### config.mk
export PLATFORM = sky130hd
export DESIGN_NAME = cpu_ctrl
export DESIGN_NICKNAME = d
export VERILOG_FILES = /design/src/rtl/cpu_ctrl_pkg.sv /design/src/rtl/cpu_alu.sv /design/src/rtl/cpu_ctrl.sv
export SDC_FILE = /design/constraint.sdc
export NUM_CORES = 1
export LEC_CHECK = 0
export ABC_AREA = 1
export CORE_MARGIN = 1.5
export CORE_UTILIZATION = 35
export CTS_CLUSTER_SIZE = 28
export DETAILED_ROUTE_END_ITERATION = 8
export DONT_BUFFER_PORTS = 1
export HOLD_SLACK_MARGIN = 0.1
export PLACE_DENSITY = 0.61
export SLEW_MARGIN = 40
export SYNTH_ARGS = -nofsm -noshare
export SYNTH_HDL_FRONTEND = slang
export SYNTH_HIERARCHICAL = 1
export SYNTH_SLANG_ARGS = --single-unit
### constraint.sdc
create_clock -name clk -period 3.8 [get_ports clk]
set_input_delay 0 -clock clk [delete_from_list [all_inputs] [get_ports clk]]
set_output_delay 0 -clock clk [all_outputs]
set_load 0.01 [all_outputs]
### src/rtl/cpu_ctrl_pkg.sv
// Opcode map, sequencer state encoding and instruction-length decode for the 8-bit lab CPU.
// Pure definitions; no latency or flow control of its own.
package cpu_ctrl_pkg;

  localparam logic [3:0] OP_NOP  = 4'h0;
  localparam logic [3:0] OP_LDI  = 4'h1;
  localparam logic [3:0] OP_MOV  = 4'h2;
  localparam logic [3:0] OP_ST   = 4'h3;
  localparam logic [3:0] OP_ADD  = 4'h4;
  localparam logic [3:0] OP_SUB  = 4'h5;
  localparam logic [3:0] OP_AND  = 4'h6;
  localparam logic [3:0] OP_OR   = 4'h7;
  localparam logic [3:0] OP_XOR  = 4'h8;
  localparam logic [3:0] OP_SHL  = 4'h9;
  localparam logic [3:0] OP_JMP  = 4'hA;
  localparam logic [3:0] OP_JZ   = 4'hB;
  localparam logic [3:0] OP_JC   = 4'hC;
  localparam logic [3:0] OP_HALT = 4'hF;

  localparam logic [1:0] RR_USER_IN = 2'd3;

  typedef enum logic [2:0] {
    ST_F0,
    ST_F1,
    ST_O0,
    ST_O1,
    ST_EX,
    ST_HLT
  } state_e;

  function automatic logic two_byte(input logic [3:0] op);
    return (op == OP_LDI) || (op == OP_JMP) || (op == OP_JZ) || (op == OP_JC);
  endfunction

endpackage

### src/rtl/cpu_alu.sv
// Combinational ALU for ADD/SUB/AND/OR/XOR/SHL; other opcodes pass acc and carry through.
// Zero latency, no flow control: result is valid in the same cycle as its inputs.
module cpu_alu
  import cpu_ctrl_pkg::*;
(
  input  logic [3:0] op,
  input  logic [7:0] acc,
  input  logic [7:0] b,
  input  logic       c_in,
  output logic [7:0] result,
  output logic       c_out,
  output logic       z
);

  always_comb begin
    result = acc;
    c_out  = c_in;
    case (op)
      OP_ADD: {c_out, result} = {1'b0, acc} + {1'b0, b};
      OP_SUB: begin
        result = acc - b;
        c_out  = (acc < b);
      end
      OP_AND: result = acc & b;
      OP_OR:  result = acc | b;
      OP_XOR: result = acc ^ b;
      OP_SHL: begin
        c_out  = acc[7];
        result = {acc[6:0], 1'b0};
      end
      default: ;
    endcase
  end

  assign z = (result == 8'h00);

endmodule

### src/rtl/cpu_ctrl.sv
// Fetch/decode/execute sequencer: 3 cycles per 1-byte instruction, 5 per 2-byte.
// No backpressure: ROM and register file are assumed always ready; HALT parks until reset.
module cpu_ctrl
  import cpu_ctrl_pkg::*;
#(
  parameter logic [7:0] RESET_PC = 8'h00
) (
  input  logic       clk,
  input  logic       rst_n,
  output logic [7:0] pm_addr,
  input  logic [7:0] pm_data,
  output logic [1:0] rf_a,
  output logic       rf_ce,
  output logic [7:0] rf_wdata,
  input  logic [7:0] rf_rdata,
  output logic [7:0] acc,
  output logic       flag_z,
  output logic       flag_c,
  output logic       halted
);

  state_e     state_q, state_d;
  logic [7:0] pc_q, pc_d;
  logic [7:2] ir_q, ir_d;
  logic [7:0] operand_q, operand_d;
  logic [7:0] acc_q, acc_d;
  logic       z_q, z_d;
  logic       c_q, c_d;

  logic [3:0] op;
  logic [1:0] rr;
  logic [7:0] alu_result;
  logic       alu_c;
  logic       alu_z;

  assign op = ir_q[7:4];
  assign rr = ir_q[3:2];

  cpu_alu u_alu (
    .op     (op),
    .acc    (acc_q),
    .b      (rf_rdata),
    .c_in   (c_q),
    .result (alu_result),
    .c_out  (alu_c),
    .z      (alu_z)
  );

  always_ff @(posedge clk or negedge rst_n) begin
    if (!rst_n) begin
      state_q   <= ST_F0;
      pc_q      <= RESET_PC;
      ir_q      <= '0;
      operand_q <= '0;
      acc_q     <= '0;
      z_q       <= 1'b0;
      c_q       <= 1'b0;
    end else begin
      state_q   <= state_d;
      pc_q      <= pc_d;
      ir_q      <= ir_d;
      operand_q <= operand_d;
      acc_q     <= acc_d;
      z_q       <= z_d;
      c_q       <= c_d;
    end
  end

  always_comb begin
    state_d   = state_q;
    pc_d      = pc_q;
    ir_d      = ir_q;
    operand_d = operand_q;
    acc_d     = acc_q;
    z_d       = z_q;
    c_d       = c_q;
    rf_a      = 2'd0;
    rf_ce     = 1'b0;
    halted    = 1'b0;

    case (state_q)
      ST_F0: state_d = ST_F1;
      ST_F1: begin
        ir_d    = pm_data[7:2];
        pc_d    = pc_q + 8'd1;
        state_d = two_byte(pm_data[7:4]) ? ST_O0 : ST_EX;
      end
      ST_O0: state_d = ST_O1;
      ST_O1: begin
        operand_d = pm_data;
        pc_d      = pc_q + 8'd1;
        state_d   = ST_EX;
      end
      ST_EX: begin
        rf_a    = rr;
        state_d = (op == OP_HALT) ? ST_HLT : ST_F0;
        case (op)
          OP_LDI: begin
            acc_d = operand_q;
            z_d   = (operand_q == 8'h00);
          end
          OP_MOV: begin
            acc_d = rf_rdata;
            z_d   = (rf_rdata == 8'h00);
          end
          // user_in is read-only, so a store to it is dropped here
          OP_ST: rf_ce = (rr != RR_USER_IN);
          OP_ADD, OP_SUB, OP_SHL: begin
            acc_d = alu_result;
            z_d   = alu_z;
            c_d   = alu_c;
          end
          OP_AND, OP_OR, OP_XOR: begin
            acc_d = alu_result;
            z_d   = alu_z;
          end
          OP_JMP: pc_d = operand_q;
          OP_JZ:  if (z_q) pc_d = operand_q;
          OP_JC:  if (c_q) pc_d = operand_q;
          default: ;
        endcase
      end
      ST_HLT: halted = 1'b1;
      default: state_d = ST_F0;
    endcase
  end

  assign pm_addr  = pc_q;
  assign rf_wdata = acc_q;
  assign acc      = acc_q;
  assign flag_z   = z_q;
  assign flag_c   = c_q;

endmodule

==> summary.md <==
| Metric | Value |
|---|---|
| Reg power frac | 28.7% |
| EDFF count, synth | 0 |
| Crit-path cells | inv_1 > ha_1 > fa_1 > nand3b_1 > nand2_1 > nand2_1 > nand2_1 > nand2_1 > nand3_1 > nand3_1 > nor2_1 > nand2_1 > nor2_2 > nand2_1 > nand3_1 > nand2_1 > nand2_1 |
| Most instantiated cells after synthesis | nand2_1 (192), inv_1 (59), nand3_1 (59), nor2_1 (49), dfrtp_1 (35) |
| CP Buf/Inv Count | 1 |
| Total Wirelength | between 9 and 10 mm |
| DIE AREA | about 11000 sq um |
| Post-Syn Nets | 594 |
| Leak | just over 0.002 uW |
| Worst Hold Class | in -> async |
| Worst path slowest cell | dfrtp_1 |
| Shortest period the worst path allows | between 2 and 3 ns |
| GRT Residual Overflow | 0 |
| Vias | about 3500 |
| Initial antenna violation count | 0 |
| Internal power | between 1000 and 1500 uW |
| Final Wtd Congestion | roughly 0.90 |
| Crit path capture type | flop |
| Share of cells above drive strength 1 | 9.14% |
| Clock Power Share | 8.1% |
| Vias in the first global route | 3425 |
| Crit Path Class | reg -> reg |
| Avg Cell Area, Syn | 6.45 sq um |
| ANT cells | 0 |
| Setup TNS | 0 ns |
| Skew-Pair Late Insertion Delay | ~0.29 ns |
| Post-CTS Setup Bufs | 0 |
| Gr usage total | between 20% and 30% |
| Vias per cell | approximately 5.1 |
| Yosys warnings | 6 |
| H-tree Lvls | 2 |
| Ys async rst share | between 90% and 100% |
| Logic gate share of total power | between 60 and 70% |
| Yosys top cell by area | dfrtp_1 |
| First-pass GRT wire length | between 15 and 20 mm |
| Clock Skew | 0.00726 ns |
| Final core utilization | between 30% and 40% |
| Port bufs | 0 |
| Post-Synthesis Cells | ~550 |
| Synth top area share | around a quarter |
| Layout Cells excl Fill | just under 700 |
| Routed WL per cell | 14.3 um |
| Detail Route Antenna Nets | 0 |
| IO Pins | between 40 and 50 |
| Top delay family on crit path | simple AND/OR/NAND/NOR gates |
| CTS buffer count | 5 |
| DP HPWL | 7.43 mm |
| Worst endpoint required time | 4.03 ns |
| Resized Gates After CTS | 0 |
| Fin crit share | roughly 68% |
| Number of placement rows | 36 |
| Startpoint types | flop |
| Max Freq | 389 MHz |
| Max-slew headroom | between 50 and 60% |
| CP max FO | 6 |
| Final setup fails | 0 |
| Die Span Y | between 100 and 150 um |
| Area Overhead vs Synth | 9.39% |
| Unrepaired setup endpoints after global routing | false |
| Cell area power density | between 800 and 900 nW/um^2 |
| Longest Clk Path Bufs | 2 |
| Max-Cap Viols | 0 |
| Largest net degree at the start of global routing | 36 |
| DRC Markers | 0 |
| Initial core utilization | a little over a third |
| Register area share after synthesis | around 25% |
| CTS tree | done |
| Netlist cell types | 38 |
| Most numerous cell in the Yosys netlist | nand2_1 |
| Critical path depth in cells | 17 |
| Sw power | about 2000 uW |
| # fillers | between 1000 and 1500 |
| Most frequent CP cell | nand2_1 |
| Clk pin slew, worst setup/hold paths | 0.08 ns |
| Synth Flop Type | dfrtp_1 |
| Root buffer cell | clkbuf_8 |
| Clock sinks | 35 |
| CORE AREA | 9770 sq um |
| CP peak stage delay | roughly 0.56 ns |
| Die width | slightly above 100 um |
| Arr. time, crit path | approximately 2.8 ns |
| 1st-iter DRT viols | approximately 230 |
| Max-slew violations | 0 |
| Fin. Hold Viols | 0 |
| Synth area leaders | dfrtp_1 (25%), nand2_1 (20%), ha_1 (9.2%) |
| Worst slew pin tran | about 0.68 ns |
| DRT Pass-1 Iters | 5 |
| Area of the mapped netlist | ~3500 sq um |
| Switching part of the total | 58.2% |
| Peak supply drop | between 0.4 and 0.5 mV |
| Status | finished, final reports clean |
| Final nets | ~600 |
| Yosys reg bits | 35 |
| Reg2reg path depth | 17 |
| Placed cells | roughly 660 |
-- state kept, by name, summed over array words and instances, names as in the netlist --
| signal | count |
|---|---|
| ir_q | 6 |
| state_q | 3 |
| flag_z | 1 |
| flag_c | 1 |
| pm_addr | 8 |
| operand_q | 8 |
| acc | 8 |
-- power by group through the flow --
stage / combinational [uW] / clock (uW) / sequential, uW
floorplan: 1810 / 0 / 822
global placement: 2050 / 0 / 966
detailed placement: 2070 / 0 / 973
CTS: 2120 / 280 / 967
global route: 2420 / 296 / 1010
finish: 2130 / 272 / 969
-- worst reg2reg max path, delay by kind of cell (launching register included) --
family | cells | cell delay (ns)
adder cells (fa/ha/maj) | 2 | 0.63
flip-flops | 1 | 0.56
AND/OR/NAND/NOR | 14 | 1.20
buffers and inverters | 1 | 0.14
-- placed cells by master, fill, tap and decap left out, drive strengths merged, types with 3 or more instances in the layout --
master,netlist,final
xnor2,3,3
clkbuf,1,6
ha,26,26
nand4,6,6
nand2,203,203
dfrtp,35,35
nand3b,6,6
nand3,63,63
o22ai,4,4
dlygate4sd3,0,18
nor2,61,61
inv,71,71
a21oi,12,12
o21ai,26,26
-- worst paths after layout --
path	slack, ns	start	end
setup / recovery	1.23	acc[0]	flag_z
hold reg to reg	0.54	ir_q[3]	ir_q[3]
max in group asynchronous	3.42	rst_n	acc[3]
min in group clk	0.23	rf_rdata[7]	flag_c
setup reg to reg	1.23	acc[0]	flag_z
hold / removal	0.19	rst_n	ir_q[3]
-- metal layers --
| metal | global-route usage, % | routed length, um | vias to the layer above |
|---|---|---|---|
| met2 | 33.5 | 4470 | 130 |
| met3 | 3.36 | 815 | 12 |
| met1 | 26.7 | 4440 | 1627 |
| met5 | 0 | 0 | - |
| li1 | - | - | 1749 |
| met4 | 5.41 | 150 | 0 |
-- area by class of cell --
cell class	count	area (sq um)	area share (%)
clock buffers	6	72.6	1.88
clock inverters	2	12.5	0.324
repair buffers	19	200	5.18
flip-flops and latches	35	876	22.7
inverters	71	269	6.96
well taps	133	166	4.31
multi-input cells	425	2270	58.7
-- per-stage QoR --
step           power, uW  hold slack, ns  setup slack [ns]  cell area [sq um]
6_report            3370           0.191              1.23               3860
5_1_grt             3730           0.223             0.930               3860
4_1_cts             3360           0.174              1.23               3860
3_5_place_dp        3050          -0.295              1.25               3580
3_3_place_gp        3010          -0.295              1.31               3580
2_1_floorplan       2630          -0.296              1.59               3530
-- kinds of logic after synthesis --
kind of cell             after synthesis  synth area share [%]
adder cells (fa/ha/maj)               28                  10.3
AND/OR/NAND/NOR                      342                  44.3
XOR/XNOR                               3                 0.744
multiplexers                           2                 0.638
flip-flops                            35                  24.8
buffers and inverters                 88                  11.1
AO/OA/AOI/OAI                         50                  8.11
-- repair_timing --
item	in CTS	in global routing
hold buffers	19	0
hold endpoints to repair	60	0
endpoints found under the setup margin	0	0
(Power assumes the default switching activity.)
